### config.mk
export PLATFORM = sky130hd
export DESIGN_NAME = id_operand_stage
export DESIGN_NICKNAME = d
export VERILOG_FILES = /design/src/rtl/pipe_pkg.sv /design/src/rtl/fwd_sel.sv /design/src/rtl/id_operand_stage.sv
export SDC_FILE = /design/constraint.sdc
export NUM_CORES = 1
export LEC_CHECK = 0
export BUFFER_PORTS_ARGS = -buffer_cell sky130_fd_sc_hd__buf_4
export CAP_MARGIN = 10
export CORE_AREA = 2 2 171 173
export CTS_CLUSTER_SIZE = 12
export DETAILED_ROUTE_END_ITERATION = 8
export DIE_AREA = 0 0 173 175
export MAX_ROUTING_LAYER = met4
export REMOVE_ABC_BUFFERS = 1
export SYNTH_ARGS = -nofsm -noshare
export SYNTH_HDL_FRONTEND = slang
export SYNTH_SLANG_ARGS = --single-unit
export TNS_END_PERCENT = 100
### constraint.sdc
create_clock -name clk -period 6.6 [get_ports clk]
set_clock_uncertainty 0.05 [all_clocks]
set_input_delay 0.99 -clock clk [delete_from_list [all_inputs] [get_ports clk]]
set_output_delay 0.99 -clock clk [all_outputs]
set_load 0.01 [all_outputs]
### src/rtl/pipe_pkg.sv
// rtl/pipe_pkg.sv - shared widths and forward-select encoding for the RV32 pipeline
package pipe_pkg;
   localparam int XLEN  = 32;
   localparam int REG_W = 5;

   typedef enum logic [1:0] {
      FWD_RF  = 2'd0,
      FWD_EX  = 2'd1,
      FWD_MEM = 2'd2
   } fwd_t;
endpackage

### src/rtl/fwd_sel.sv
// rtl/fwd_sel.sv - per-source operand forwarding mux and load-use detect
module fwd_sel
   import pipe_pkg::*;
(
   input  logic [REG_W-1:0] rs,
   input  logic             use_rs,
   input  logic [XLEN-1:0]  q_rf,
   input  logic [REG_W-1:0] ex_rd,
   input  logic             ex_wreg,
   input  logic             ex_is_load,
   input  logic [XLEN-1:0]  ex_res,
   input  logic [REG_W-1:0] mem_rd,
   input  logic             mem_wreg,
   input  logic [XLEN-1:0]  mem_res,
   output logic [XLEN-1:0]  operand,
   output logic             load_use
);
   logic ex_hit;
   logic mem_hit;
   fwd_t sel;

   // A load in EX has no data yet; it is caught by load_use instead of forwarded.
   assign ex_hit   = ex_wreg && (ex_rd != '0) && (ex_rd == rs) && !ex_is_load;
   assign mem_hit  = mem_wreg && (mem_rd != '0) && (mem_rd == rs);
   assign load_use = use_rs && ex_wreg && ex_is_load && (ex_rd != '0) && (ex_rd == rs);

   always_comb begin
      sel = FWD_RF;
      if (ex_hit)
         sel = FWD_EX;
      else if (mem_hit)
         sel = FWD_MEM;
   end

   always_comb begin
      operand = q_rf;
      case (sel)
         FWD_EX:  operand = ex_res;
         FWD_MEM: operand = mem_res;
         default: operand = q_rf;
      endcase
   end
endmodule

### src/rtl/id_operand_stage.sv
// rtl/id_operand_stage.sv - ID operand fetch, forwarding, hazard stall and ID/EX register
module id_operand_stage
   import pipe_pkg::*;
#(
   parameter int CTRL_W = 16
) (
   input  logic              clk,
   input  logic              rst,
   input  logic              d_valid,
   input  logic [REG_W-1:0]  d_rs1,
   input  logic [REG_W-1:0]  d_rs2,
   input  logic              d_use_rs1,
   input  logic              d_use_rs2,
   input  logic [REG_W-1:0]  d_rd,
   input  logic              d_wreg,
   input  logic              d_is_load,
   input  logic [XLEN-1:0]   d_pc,
   input  logic [XLEN-1:0]   d_imm,
   input  logic [CTRL_W-1:0] d_ctrl,
   output logic [REG_W-1:0]  rna,
   output logic [REG_W-1:0]  rnb,
   input  logic [XLEN-1:0]   qa,
   input  logic [XLEN-1:0]   qb,
   input  logic [REG_W-1:0]  ex_rd,
   input  logic              ex_wreg,
   input  logic              ex_is_load,
   input  logic [XLEN-1:0]   ex_res,
   input  logic [REG_W-1:0]  mem_rd,
   input  logic              mem_wreg,
   input  logic [XLEN-1:0]   mem_res,
   input  logic              ex_busy,
   input  logic              flush,
   output logic              stall,
   output logic              e_valid,
   output logic [XLEN-1:0]   e_a,
   output logic [XLEN-1:0]   e_b,
   output logic [XLEN-1:0]   e_pc,
   output logic [XLEN-1:0]   e_imm,
   output logic [REG_W-1:0]  e_rd,
   output logic              e_wreg,
   output logic              e_is_load,
   output logic [CTRL_W-1:0] e_ctrl,
   output logic [31:0]       bubble_cnt
);
   logic [XLEN-1:0] op_a;
   logic [XLEN-1:0] op_b;
   logic            lu_a;
   logic            lu_b;
   logic            load_use;

   assign rna = d_rs1;
   assign rnb = d_rs2;

   fwd_sel u_fwd_a (
      .rs(d_rs1), .use_rs(d_use_rs1), .q_rf(qa),
      .ex_rd(ex_rd), .ex_wreg(ex_wreg), .ex_is_load(ex_is_load), .ex_res(ex_res),
      .mem_rd(mem_rd), .mem_wreg(mem_wreg), .mem_res(mem_res),
      .operand(op_a), .load_use(lu_a)
   );

   fwd_sel u_fwd_b (
      .rs(d_rs2), .use_rs(d_use_rs2), .q_rf(qb),
      .ex_rd(ex_rd), .ex_wreg(ex_wreg), .ex_is_load(ex_is_load), .ex_res(ex_res),
      .mem_rd(mem_rd), .mem_wreg(mem_wreg), .mem_res(mem_res),
      .operand(op_b), .load_use(lu_b)
   );

   assign load_use = d_valid && (lu_a || lu_b);
   // A flush kills the ID instruction, so a pending load-use no longer needs the freeze.
   assign stall    = !rst && (ex_busy || (load_use && !flush));

   always_ff @(posedge clk) begin
      if (rst || flush || (!ex_busy && load_use)) begin
         e_valid   <= 1'b0;
         e_a       <= '0;
         e_b       <= '0;
         e_pc      <= '0;
         e_imm     <= '0;
         e_rd      <= '0;
         e_wreg    <= 1'b0;
         e_is_load <= 1'b0;
         e_ctrl    <= '0;
      end else if (!ex_busy) begin
         e_valid   <= d_valid;
         e_a       <= op_a;
         e_b       <= op_b;
         e_pc      <= d_pc;
         e_imm     <= d_imm;
         e_rd      <= d_rd;
         e_wreg    <= d_wreg && d_valid;
         e_is_load <= d_is_load;
         e_ctrl    <= d_ctrl;
      end
   end

   always_ff @(posedge clk) begin
      if (rst)
         bubble_cnt <= '0;
      else if (!flush && !ex_busy && load_use)
         bubble_cnt <= bubble_cnt + 32'd1;
   end
endmodule

== After elaboration in Yosys (flattened, before gate mapping) ==
Index checks and enable logic that the tools add are counted.
Operators by class
  muxes and demuxes: 6
  add/sub/neg operators: 1
  equality and inequality tests: 8
  reductions and logical operators: 33
Operators by type and width (count)
  case mux 32 bit (2 select lines): 2
  adder 32 x 1 -> 32 bit, second input constant: 1
  logical AND 1 bit: 23
  == test 5 bit: 4
  nonzero test 5 bit: 2
  2-to-1 mux 2 bit: 4
  == test 2 x 1 -> 1 bit, second input constant: 2
  == test 2 bit, second input constant: 2
  zero test 1 bit: 4
  logical OR 1 bit: 4
Word-level totals
  output and inout bits: 195
  bits of input ports: 245
  bits in registers: 184

== Longest topological paths before layout ==
Gate-level depths: netlist of run 1.
  depth after elaboration: 9
  mapped depth: 8
  mapped depth without buffers: 6

== Hierarchy ==
From an unflattened synthesis of run 1, not the netlist that was laid out.
Unflattened totals
  cell total of the unflattened synthesis: 1066
  area, all modules: 9335.2 sq um
Modules (own cells, without submodules)
  id_operand_stage: area an instance 6947.9 sq um, cells each 692, seq. area each 3683.5 sq um, times used 1
  fwd_sel: area an instance 1193.6 sq um, cells each 187, seq. area each 0.0 sq um, times used 2

== Worst setup path before layout of run 1 ==
No wires, ideal clock.
  path type: in2out
  from: input ex_rd[4]
  to: output stall
  data required time: 5.560 ns
  stages on the path: 7
  setup slack: 3.103 ns
  arrival time: 2.457 ns
  path through: xor2_1 -> nor4_4 -> a22oi_1 -> buf_2 -> clkbuf_1 -> nand4bb_1 -> a21oi_1
Between the ends
  cells in the longest elaborated chain, start to end: 8
  elaborated cells between the ends (all ways): 12
  classes of those cells: 2 x eq/ne; 10 x reduce/logical
RTL lines
  start: declaration: line id_operand_stage.sv:24  | input logic [REG_W-1:0] ex_rd,
  nonzero test 5 bit: line fwd_sel.sv:25  | assign load_use = use_rs && ex_wreg && ex_is_load && (ex_rd != '0) && (ex_rd == rs);
  logical AND 1 bit (2 in a row): line fwd_sel.sv:25
  logical OR 1 bit *: line id_operand_stage.sv:68  | assign load_use = d_valid && (lu_a || lu_b);
  logical AND 1 bit *: line id_operand_stage.sv:68
  logical AND 1 bit *: line id_operand_stage.sv:70  | assign stall = !rst && (ex_busy || (load_use && !flush));
  logical OR 1 bit *: line id_operand_stage.sv:70
  logical AND 1 bit *: line id_operand_stage.sv:70
  end: declaration: line id_operand_stage.sv:33  | output logic stall,
Every way passes the cells marked *; elsewhere a longest branch is shown, timed or not.

== Worst setup path in the final report of run 1 ==
Ends and elaborated chain as after synthesis.

==> results of run 1 <==
==> worst max-delay path, cell delays in order <==
cell and delay, ns:
buf_4 0.13, xor2_1 0.18, nor4_4 0.27, buf_4 0.48, a22oi_2 0.15, buf_4 0.33, nand4bb_1 0.27, a21oi_1 0.17
buf_4 0.15
==> layer usage <==
layer  vias to the layer above  GRT usage, %
met5                         -             -
li1                       4911             -
met3                        44         5.527
met1                      4870         29.56
met2                       434         39.22
met4                         0         6.815
==> worst max-delay path by stage <==
stage,from,end,slack [ns],depth (start not counted)
2_1_floorplan,ex_rd[4],e_ctrl[0],-0.29,5
6_report,ex_rd[4],stall,2.42,9
4_1_cts,ex_rd[0],stall,2.46,9
3_5_place_dp,ex_rd[0],stall,2.47,9
5_1_grt,ex_rd[4],stall,2.29,9
3_3_place_gp,ex_rd[4],stall,2.49,9
==> registers in the layout (all words and copies together), names as in the netlist <==
name,flops
e_a,32
e_ctrl,16
e_is_load,1
e_pc,32
e_wreg,1
e_valid,1
e_rd,5
e_imm,32
e_b,32
bubble_cnt,32
==> cell usage in the layout, fill, tap and decap left out, types with 26 or more instances in the layout <==
cell type	instances
or4_1	29
o311ai_0	49
and4_1	66
nand3_1	79
a21oi_1	97
buf_4	455
o31ai_1	26
inv_1	100
a31oi_1	64
nand2_1	77
dfxtp_1	184
nor2_1	94
mux2i_1	86
==> cell type report <==
| type | instances | area, µm² |
|---|---|---|
| timing repair buffer | 457 | 3447 |
| sequential | 184 | 3684 |
| clock buffer | 18 | 429.2 |
| inverter | 101 | 379.1 |
| antenna | 1 | 2.502 |
| tap | 384 | 480.5 |
| clock inverter | 14 | 172.7 |
| multi-input combinational | 756 | 4951 |
| fill | 2848 | 14850 |
==> Yosys cell counts, types with 2 or more instances <==
cell type	instances	area share, %
buf_1	6	0.24
nand4_1	9	0.59
nand3_1	79	4.2
or2_2	2	0.13
and4_1	66	6.1
xor2_1	18	1.7
nor3_1	6	0.32
clkbuf_1	90	3.6
nor2b_1	3	0.20
nand2_1	77	3.0
mux2i_1	86	9.1
a21oi_1	97	5.1
or4_1	29	2.3
o311ai_0	49	4.5
o211a_1	3	0.32
or3b_2	2	0.18
xnor2_1	2	0.18
buf_4	10	0.79
a31oi_1	64	4.2
dfxtp_1	184	39
nor4_4	2	0.45
a22oi_1	2	0.16
buf_2	17	0.90
o31ai_1	26	2.1
and3_1	2	0.13
o311ai_1	15	1.4
nor2_1	96	3.8
o21ai_0	5	0.26
inv_1	101	4.0
and2_1	5	0.33
or3_1	3	0.20
==> stage by stage <==
step	total power [mW]	hold WS (ns)
after floorplan	1.358	0.4305
after global placement	1.636	0.4025
after detailed placement	1.639	0.4032
after CTS	2.716	0.4148
after global routing	2.799	0.4311
final	2.686	0.4168
==> kinds of logic (layout without fill, tap and decap cells) <==
kind of cell / after synthesis / after routing / synth area share (%)
xor+xnor: 20 / 20 / 1.846
simple gates: 384 / 384 / 22.23
compound gates: 264 / 264 / 18.30
buf+inv: 224 / 590 / 9.480
fa+ha+maj: 1 / 1 / 0.1318
mux: 87 / 87 / 9.190
other cells: 0 / 1 / 0
flops: 184 / 184 / 38.82
==> power by group through the flow <==
stage / Combinational, mW / Clock [mW] / Sequential (mW)
2_1_floorplan: 0.162 / 0 / 1.20
3_5_place_dp: 0.456 / 0 / 1.18
3_3_place_gp: 0.454 / 0 / 1.18
6_report: 0.457 / 1.07 / 1.16
4_1_cts: 0.457 / 1.10 / 1.16
5_1_grt: 0.493 / 1.14 / 1.16
==> reports/summary.txt, run 1 <==
Synth unique cells -> 39
GRT Residual Overflow -> 0
Post-Syn Area per Cell -> 8.152 µm²
Pwr/cell area -> 198.3 mW/mm²
DR DRC count -> 0
Post-CTS Setup Inserts -> 0
Crit path required time -> 5.56 ns
Total GRT Usage -> 23.96%
Switch share -> 30.44%
DR vias/cell -> 5.357
R2R cell count -> 6
Setup_tns -> 0 ns
First-pass GRT wire length -> 56.37 mm
Comb pwr share -> 17.0%
Crit path time final -> 4.182 ns
Worst r2r dst -> bubble_cnt[24]
Sequential fraction of the synthesis area -> 38.82%
Max-slew violation count -> 0
Dpl cells -> 1882
Die Ht -> 175 µm
GPL Wtd Cong -> 0.8637
Layout net count -> 1763
Endpoint, Worst Hold -> e_b[10]
Min-delay src -> e_b[10]
Clk root buf -> clkbuf_16
Critical path class -> input pin to output port
CP endpoint kind -> output port
Unrepaired setup endpoints after global routing -> no
Reg2reg start -> bubble_cnt[0]
Internal power -> 1.868 mW
Antenna Violating Nets Remaining -> 0
# rows -> 62
Area post-placement -> 0.01294 mm²
Number of flops mapped to enable cells by yosys -> 0
Final WS setup -> 2.418 ns
Sequential share of power -> 43.1%
Post-detail-place hpwl -> 25.32 mm
Synth Instances -> 1164
CTS tree -> done
Min-Delay Path Class -> flip-flop to flip-flop
Input/output buffers -> 439
Yosys reg bits -> 184
Area grow syn2layout -> 42.75%
Tcrit/Tclk final -> 63.37%
Routed length on met2 -> 17.90 mm
Share of post-route cells with drive strength above 1 -> 32.88%
Post-Place Setup Slack -> 2.472 ns
Num ports -> 440
Run status -> completed
Die width -> 173 µm
VDD IR-drop max -> 0.1375 mV
Vias in the first global route -> 9792
Final WL -> 36.85 mm
Initial antenna violation count -> 1
Mapped Area -> 0.009489 mm²
Fmax -> 239.1 MHz
Pin count of the biggest net entering global routing -> 118
Final hold violation count -> 0
WP data arrival -> 3.14 ns
Hold depth -> 2
Overall die area -> 0.03028 mm²
Worst-margin pin slew -> 1.148 ns
Hold-fix buffers, CTS -> 0
Initial core utilization -> 33.42%
Final setup viols -> 0
Drt wl/cell -> 19.24 µm
Worst-skew pair later-pin latency -> 0.43 ns
Starting DRT DRC Count -> 843
Final Core Density -> 47.71%
Async set-reset flop share out of synthesis -> 0%
Rel. slew slack -> 23.46%
TritonCTS buffer count -> 17
Core area -> 0.02839 mm²
Clock buffer depth -> 2
Psw -> 0.8175 mW
Met3 WL -> 2.779 mm
M1 WL -> 15.38 mm
Main flop type after synthesis -> dfxtp_1
Max Used Layer -> met4
Pleak -> 6.002 nW
Clk sink count -> 184
Synth warn -> 0
DRT Pass-1 Iters -> 5
H-Tree Level Count -> 4
Finished layout cell area -> 0.01355 mm²
Clk pin slew, worst setup/hold paths -> 0.08 ns
Worst Path Max Fanout -> 65
Number of max-cap violations -> 0
Startpoint Class -> input pin
Fin cells -> 1915
Reg2reg setup slack -> 3.90 ns
Clock share of power -> 39.9%
CTS resizes -> 0
Vias -> 10259
(Power assumes the default switching activity.)
==> inputs of run 2 (changes only) <==
--- a/config.mk
+++ b/config.mk
@@ -7,10 +7,10 @@
 export LEC_CHECK = 0
 export BUFFER_PORTS_ARGS = -buffer_cell sky130_fd_sc_hd__buf_4
 export CAP_MARGIN = 10
-export CORE_AREA = 2 2 171 173
+export CORE_AREA = 2 2 173 175
 export CTS_CLUSTER_SIZE = 12
 export DETAILED_ROUTE_END_ITERATION = 8
-export DIE_AREA = 0 0 173 175
+export DIE_AREA = 0 0 175 177
 export MAX_ROUTING_LAYER = met4
 export REMOVE_ABC_BUFFERS = 1
 export SYNTH_ARGS = -nofsm -noshare
==> constraint.sdc (replaced) <==
create_clock -name clk -period 4 [get_ports clk]
set_clock_uncertainty 0.05 [all_clocks]
set_input_delay 0.6 -clock clk [delete_from_list [all_inputs] [get_ports clk]]
set_output_delay 0.6 -clock clk [all_outputs]
set_load 0.01 [all_outputs]
==> run 2 against run 1 <==
Compared with the run above:
- sequential share of layout area is 0.10 points lower
- cell count grew 0.57%
- combinational power up 67%
- critical path depth decreased by 2
- flip-flop and latch count did not move
- worst hold slack got worse by 0.080 ns
- core utilization down 1.2 points
- clock power grew 63%
- critical endpoint unchanged
- largest cell class unchanged
==> reports/summary.txt, run 2 (synthesis results as in run 1) <==
Crit path time final -> 2.897 ns
Final WL -> 37.15 mm
GRT Residual Overflow -> 0
GPL Wtd Cong -> 0.8232
Dpl cells -> 1893
# rows -> 63
CP max-delay cell -> a22oi_2
Pin count of the biggest net entering global routing -> 95
Pwr/cell area -> 324.2 mW/mm²
Min-Delay Path Class -> input pin to flip-flop
Pleak -> 6.030 nW
Sequential share of power -> 43.4%
Startpoint Class -> input pin
Switch share -> 30.25%
Die width -> 175 µm
Vias in the first global route -> 9752
CTS resizes -> 0
Fin cells -> 1926
First-pass GRT wire length -> 56.09 mm
Share of post-route cells with drive strength above 1 -> 33.16%
Area grow syn2layout -> 43.30%
Hold-fix buffers, CTS -> 0
Total GRT Usage -> 23.60%
Starting DRT DRC Count -> 694
Worst Path Max Fanout -> 18
CTS tree -> done
CP endpoint kind -> output port
Clock share of power -> 39.4%
Input/output buffers -> 439
Post-detail-place hpwl -> 25.72 mm
Crit path required time -> 3.35 ns
Overall die area -> 0.03098 mm²
Final hold violation count -> 0
Final WS setup -> 1.103 ns
Run status -> completed
Tcrit/Tclk final -> 72.43%
Antenna Violating Nets Remaining -> 0
Num ports -> 440
Clock buffer depth -> 2
CP max stage delay -> 0.69 ns
Number of max-cap violations -> 0
Reg2reg setup slack -> 1.37 ns
Fill cells -> 2968
Initial antenna violation count -> 0
WP data arrival -> 2.25 ns
Clk root buf -> clkbuf_16
Vias -> 10325
Post-CTS Setup Inserts -> 0
Internal power -> 3.075 mW
Critical path class -> input pin to output port
Layout net count -> 1768
VDD IR-drop max -> 0.2363 mV
TritonCTS buffer count -> 17
Final setup viols -> 0
Clk sink count -> 184
Max-slew violation count -> 0
Setup_tns -> 0 ns
Worst-margin pin slew -> 0.9803 ns
Drt wl/cell -> 19.29 µm
Hold WS -> 0.3367 ns
Commonest non-fill, non-tap cells in the layout -> 458 x buf_4, 184 x dfxtp_1, 100 x inv_1, 97 x a21oi_1, 94 x nor2_1
Unrepaired setup endpoints after global routing -> no
Comb pwr share -> 17.3%
Worst-skew pair later-pin latency -> 0.44 ns
Cell chain of the critical path -> buf_4 > xor2_1 > nor4_4 > a22oi_2 > nand4bb_1 > a21oi_1 > buf_4
Clk pin slew, worst setup/hold paths -> 0.09 ns
Post-Place Setup Slack -> 0.9355 ns
Fmax -> 345.2 MHz
Rel. slew slack -> 34.14%
H-Tree Level Count -> 4
Core area -> 0.02924 mm²
DR vias/cell -> 5.361
DRT Pass-1 Iters -> 7
Commonest non-fill, non-tap cell in the layout -> buf_4
Die Ht -> 177 µm
Worst path most repeated cell -> buf_4
Psw -> 1.334 mW
Initial core utilization -> 32.45%
DR DRC count -> 0
run 2: changes by cell type in the layout (fill, tap and decap cells not counted), sizes merged:
cell / delta
buf: +5
clkinv: +1
inv: -1
run 2: final timing paths:
check                              startpoint              to  cells after the start
worst max-delay path                 ex_rd[0]           stall                      7
worst min-delay path                 d_imm[0]        e_imm[0]                      3
worst max register to register  bubble_cnt[0]  bubble_cnt[20]                      6
worst min register to register         e_a[5]          e_a[5]                      2
run 2: metrics by stage:
stage	power (mW)	utilization, %	area (µm²)
finish	4.408	46.50	13600
global route	4.588	46.49	13600
CTS	4.467	46.49	13600
detailed placement	2.716	44.50	13010
global placement	2.712	44.50	13010
floorplan	2.240	-	8969
run 2: critical path, delay by kind of cell:
kind	cells	cell delay, ns
buf+inv	2	0.31
xor+xnor	1	0.25
simple gates	2	0.32
compound gates	2	0.76
run 2: layout make-up:
type                    instances  area [µm²]  area share [%]
multi-input cells             756        4952           36.42
flip-flops and latches        184        3684           27.09
repair buffers                462        3510           25.81
well taps                     390       488.0           3.589
clock buffers                  18       429.2           3.156
inverters                     101       379.1           2.788
clock inverters                14       153.9           1.132
diodes                          1       2.502         0.01840
run 2: power groups by stage:
stage | Combinational [mW] | Clock [mW] | Sequential (mW)
2_1_floorplan | 0.267 | 0 | 1.97
3_3_place_gp | 0.759 | 0 | 1.95
3_5_place_dp | 0.762 | 0 | 1.95
4_1_cts | 0.764 | 1.79 | 1.91
5_1_grt | 0.823 | 1.85 | 1.92
6_report | 0.762 | 1.74 | 1.91
run 2: routing by layer:
| layer | up-vias | wire length [µm] | global-route usage (%) | share of wire, % |
|---|---|---|---|---|
| li1 | 4940 | - | - | - |
| met1 | 4920 | 15560 | 29.47 | 42 |
| met2 | 422 | 18130 | 38.46 | 49 |
| met3 | 43 | 2767 | 5.219 | 7.4 |
| met4 | 0 | 692 | 6.632 | 1.9 |
| met5 | - | 0 | - | 0 |
==> inputs of run 3 (changes only) <==
--- a/config.mk
+++ b/config.mk
@@ -5,12 +5,13 @@
 export SDC_FILE = /design/constraint.sdc
 export NUM_CORES = 1
 export LEC_CHECK = 0
+export ABC_AREA = 1
 export BUFFER_PORTS_ARGS = -buffer_cell sky130_fd_sc_hd__buf_4
 export CAP_MARGIN = 10
-export CORE_AREA = 2 2 173 175
+export CORE_AREA = 2 2 170 172
 export CTS_CLUSTER_SIZE = 12
 export DETAILED_ROUTE_END_ITERATION = 8
-export DIE_AREA = 0 0 175 177
+export DIE_AREA = 0 0 172 174
 export MAX_ROUTING_LAYER = met4
 export REMOVE_ABC_BUFFERS = 1
 export SYNTH_ARGS = -nofsm -noshare
==> constraint.sdc (replaced) <==
create_clock -name clk -period 2.7 [get_ports clk]
set_clock_uncertainty 0.05 [all_clocks]
set_input_delay 0.405 -clock clk [delete_from_list [all_inputs] [get_ports clk]]
set_output_delay 0.405 -clock clk [all_outputs]
set_load 0.01 [all_outputs]
==> run 3 against run 2 <==
Compared with the run above:
- worst hold slack got worse by 0.18 ns
- synthesized cell count grew 32%
- routed wire length is 8.4% higher
- largest cell class unchanged
- largest power group unchanged
==> reports/summary.txt, run 3 <==
Run status -> completed
Clk root buf -> clkbuf_16
Initial antenna violation count -> 2
Fill cells -> 2974
Worst-skew pair later-pin latency -> 0.44 ns
GRT Residual Overflow -> 0
Layout net count -> 2145
Overall die area -> 0.02993 mm²
Max-slew violation count -> 0
Critical path class -> input pin to output port
Finished layout cell area -> 0.01397 mm²
Vias in the first global route -> 10847
Cell chain of the critical path -> buf_4 > xnor2_1 > nand2_1 > nor2_2 > nand3_2 > nand2_4 > nand3b_1 > a21oi_1 > buf_4
Area post-placement -> 0.01337 mm²
Fin cells -> 2298
Commonest non-fill, non-tap cells in the layout -> 498 x nand2_1, 463 x buf_4, 201 x nand3_1, 187 x nor2_1, 184 x dfxtp_1
Starting DRT DRC Count -> 833
Post-detail-place hpwl -> 28.44 mm
Die width -> 172 µm
Total GRT Usage -> 27.32%
Synth unique cells -> 29
TritonCTS buffer count -> 17
Crit path required time -> 2.25 ns
Final WS setup -> 0.4058 ns
Core area -> 0.02824 mm²
Post-CTS Setup Inserts -> 0
CTS tree -> done
Number of flops mapped to enable cells by yosys -> 0
Top cell type by total area after synthesis -> dfxtp_1
Dpl cells -> 2264
Share of post-route cells with drive strength above 1 -> 30.33%
Post-Syn Area per Cell -> 6.454 µm²
# rows -> 62
Hold-fix buffers, CTS -> 0
Pin count of the biggest net entering global routing -> 90
Worst-margin pin slew -> 0.9602 ns
First-pass GRT wire length -> 61.90 mm
Rel. slew slack -> 35.99%
Yosys reg bits -> 184
Main flop type after synthesis -> dfxtp_1
Area grow syn2layout -> 41.28%
DR DRC count -> 0
Pleak -> 6.565 nW
DRT Pass-1 Iters -> 6
Crit path time final -> 2.294 ns
CTS resizes -> 0
Post-Place Setup Slack -> 0.3106 ns
Setup_tns -> 0 ns
WP data arrival -> 1.84 ns
Buffer and inverter count on the worst path -> 2
Final setup viols -> 0
Hold WS -> 0.1602 ns
Mapped Area -> 0.009887 mm²
Final hold violation count -> 0
Design Power -> 6.439 mW
Fmax -> 435.9 MHz
Most frequent cell after synthesis -> nand2_1
Die Ht -> 174 µm
Min-Delay Path Class -> input pin to flip-flop
Final WL -> 40.27 mm
VDD IR-drop max -> 0.3820 mV
Pwr/cell area -> 460.9 mW/mm²
Clk pin slew, worst setup/hold paths -> 0.08 ns
Unrepaired setup endpoints after global routing -> no
Register area -> 0.003684 mm²
Area contributors post-synth -> dfxtp_1 37%, nand2_1 19%, nand3_1 10%, nor2_1 7.2%, a21oi_1 6.1%
CP max stage delay -> 0.25 ns
GPL Wtd Cong -> 0.9048
CP endpoint kind -> output port
Number of max-cap violations -> 0
Tcrit/Tclk final -> 84.97%
Clock buffer depth -> 2
Input/output buffers -> 439
Drt wl/cell -> 17.52 µm
Async set-reset flop share out of synthesis -> 0%
Num ports -> 440
Commonest non-fill, non-tap cell in the layout -> nand2_1
Vias -> 11411
Top cell type's share of synthesized area -> 37.26%
Startpoint Class -> input pin
Synth Instances -> 1532
CP delay by family, top -> simple AND/OR/NAND/NOR gates
Final Core Density -> 49.47%
Synth warn -> 0
H-Tree Level Count -> 4
Worst path most repeated cell -> buf_4
Sequential fraction of the synthesis area -> 37.26%
Initial core utilization -> 35.01%
Worst Path Max Fanout -> 21
Post-synth top cells -> 498 x nand2_1, 202 x nand3_1, 189 x nor2_1, 184 x dfxtp_1, 120 x a21oi_1
Antenna Violating Nets Remaining -> 0
Area of the multi-input gates -> 0.005509 mm²
CP max-delay cell -> xnor2_1
DR vias/cell -> 4.966
Clk sink count -> 184
==> run 3: cell families (layout without fill, tap and decap cells) <==
group | after synthesis | in the layout | synth area share (%)
XOR/XNOR | 27 | 27 | 2.392
AO/OA/AOI/OAI | 124 | 124 | 6.302
flip-flops | 184 | 184 | 37.26
other | 0 | 2 | 0
buffers and inverters | 152 | 532 | 7.302
adder cells (fa/ha/maj) | 1 | 1 | 0.1265
AND/OR/NAND/NOR | 1044 | 1044 | 46.62
==> run 3: tightest hold or removal path: cells and delay by family <==
| kind | cells | cell delay (ns) |
|---|---|---|
| and+or+nand+nor | 1 | 0.05 |
| buffers and inverters | 1 | 0.10 |
| AOI/OAI and AO/OA | 1 | 0.05 |
==> run 3: path summary, 6_finish.rpt <==
path | from | to | slack, ns | cells past startpoint
max | d_rs1[4] | stall | 0.41 | 9
min | d_imm[23] | e_imm[23] | 0.16 | 3
max reg2reg | bubble_cnt[0] | bubble_cnt[16] | 0.76 | 9
min reg2reg | e_ctrl[9] | e_ctrl[9] | 0.42 | 2
==> run 3: cell type report <==
class / instances / share of cell area, %
Antenna cell: 2 / 0.03583
Clock buffer: 18 / 3.072
Clock inverter: 14 / 1.147
Inverter: 32 / 0.8957
Multi-Input combinational cell: 1196 / 39.44
Sequential cell: 184 / 26.37
Tap cell: 384 / 3.440
Timing Repair Buffer: 468 / 25.60
==> run 3: metal layers <==
metal	global-route usage (%)	part of all wire (%)	vias up
met1	33.90	42	5242
met5	-	0	-
met4	8.683	2.8	0
met2	43.12	47	404
met3	7.332	7.8	63
li1	-	-	5702
==> run 3: report_power, final <==
part | switching (mW) | leakage (nW) | internal, mW
clock | 1.29 | 0.286 | 1.25
sequential | 0.0430 | 1.50 | 2.80
combinational | 0.535 | 4.78 | 0.529
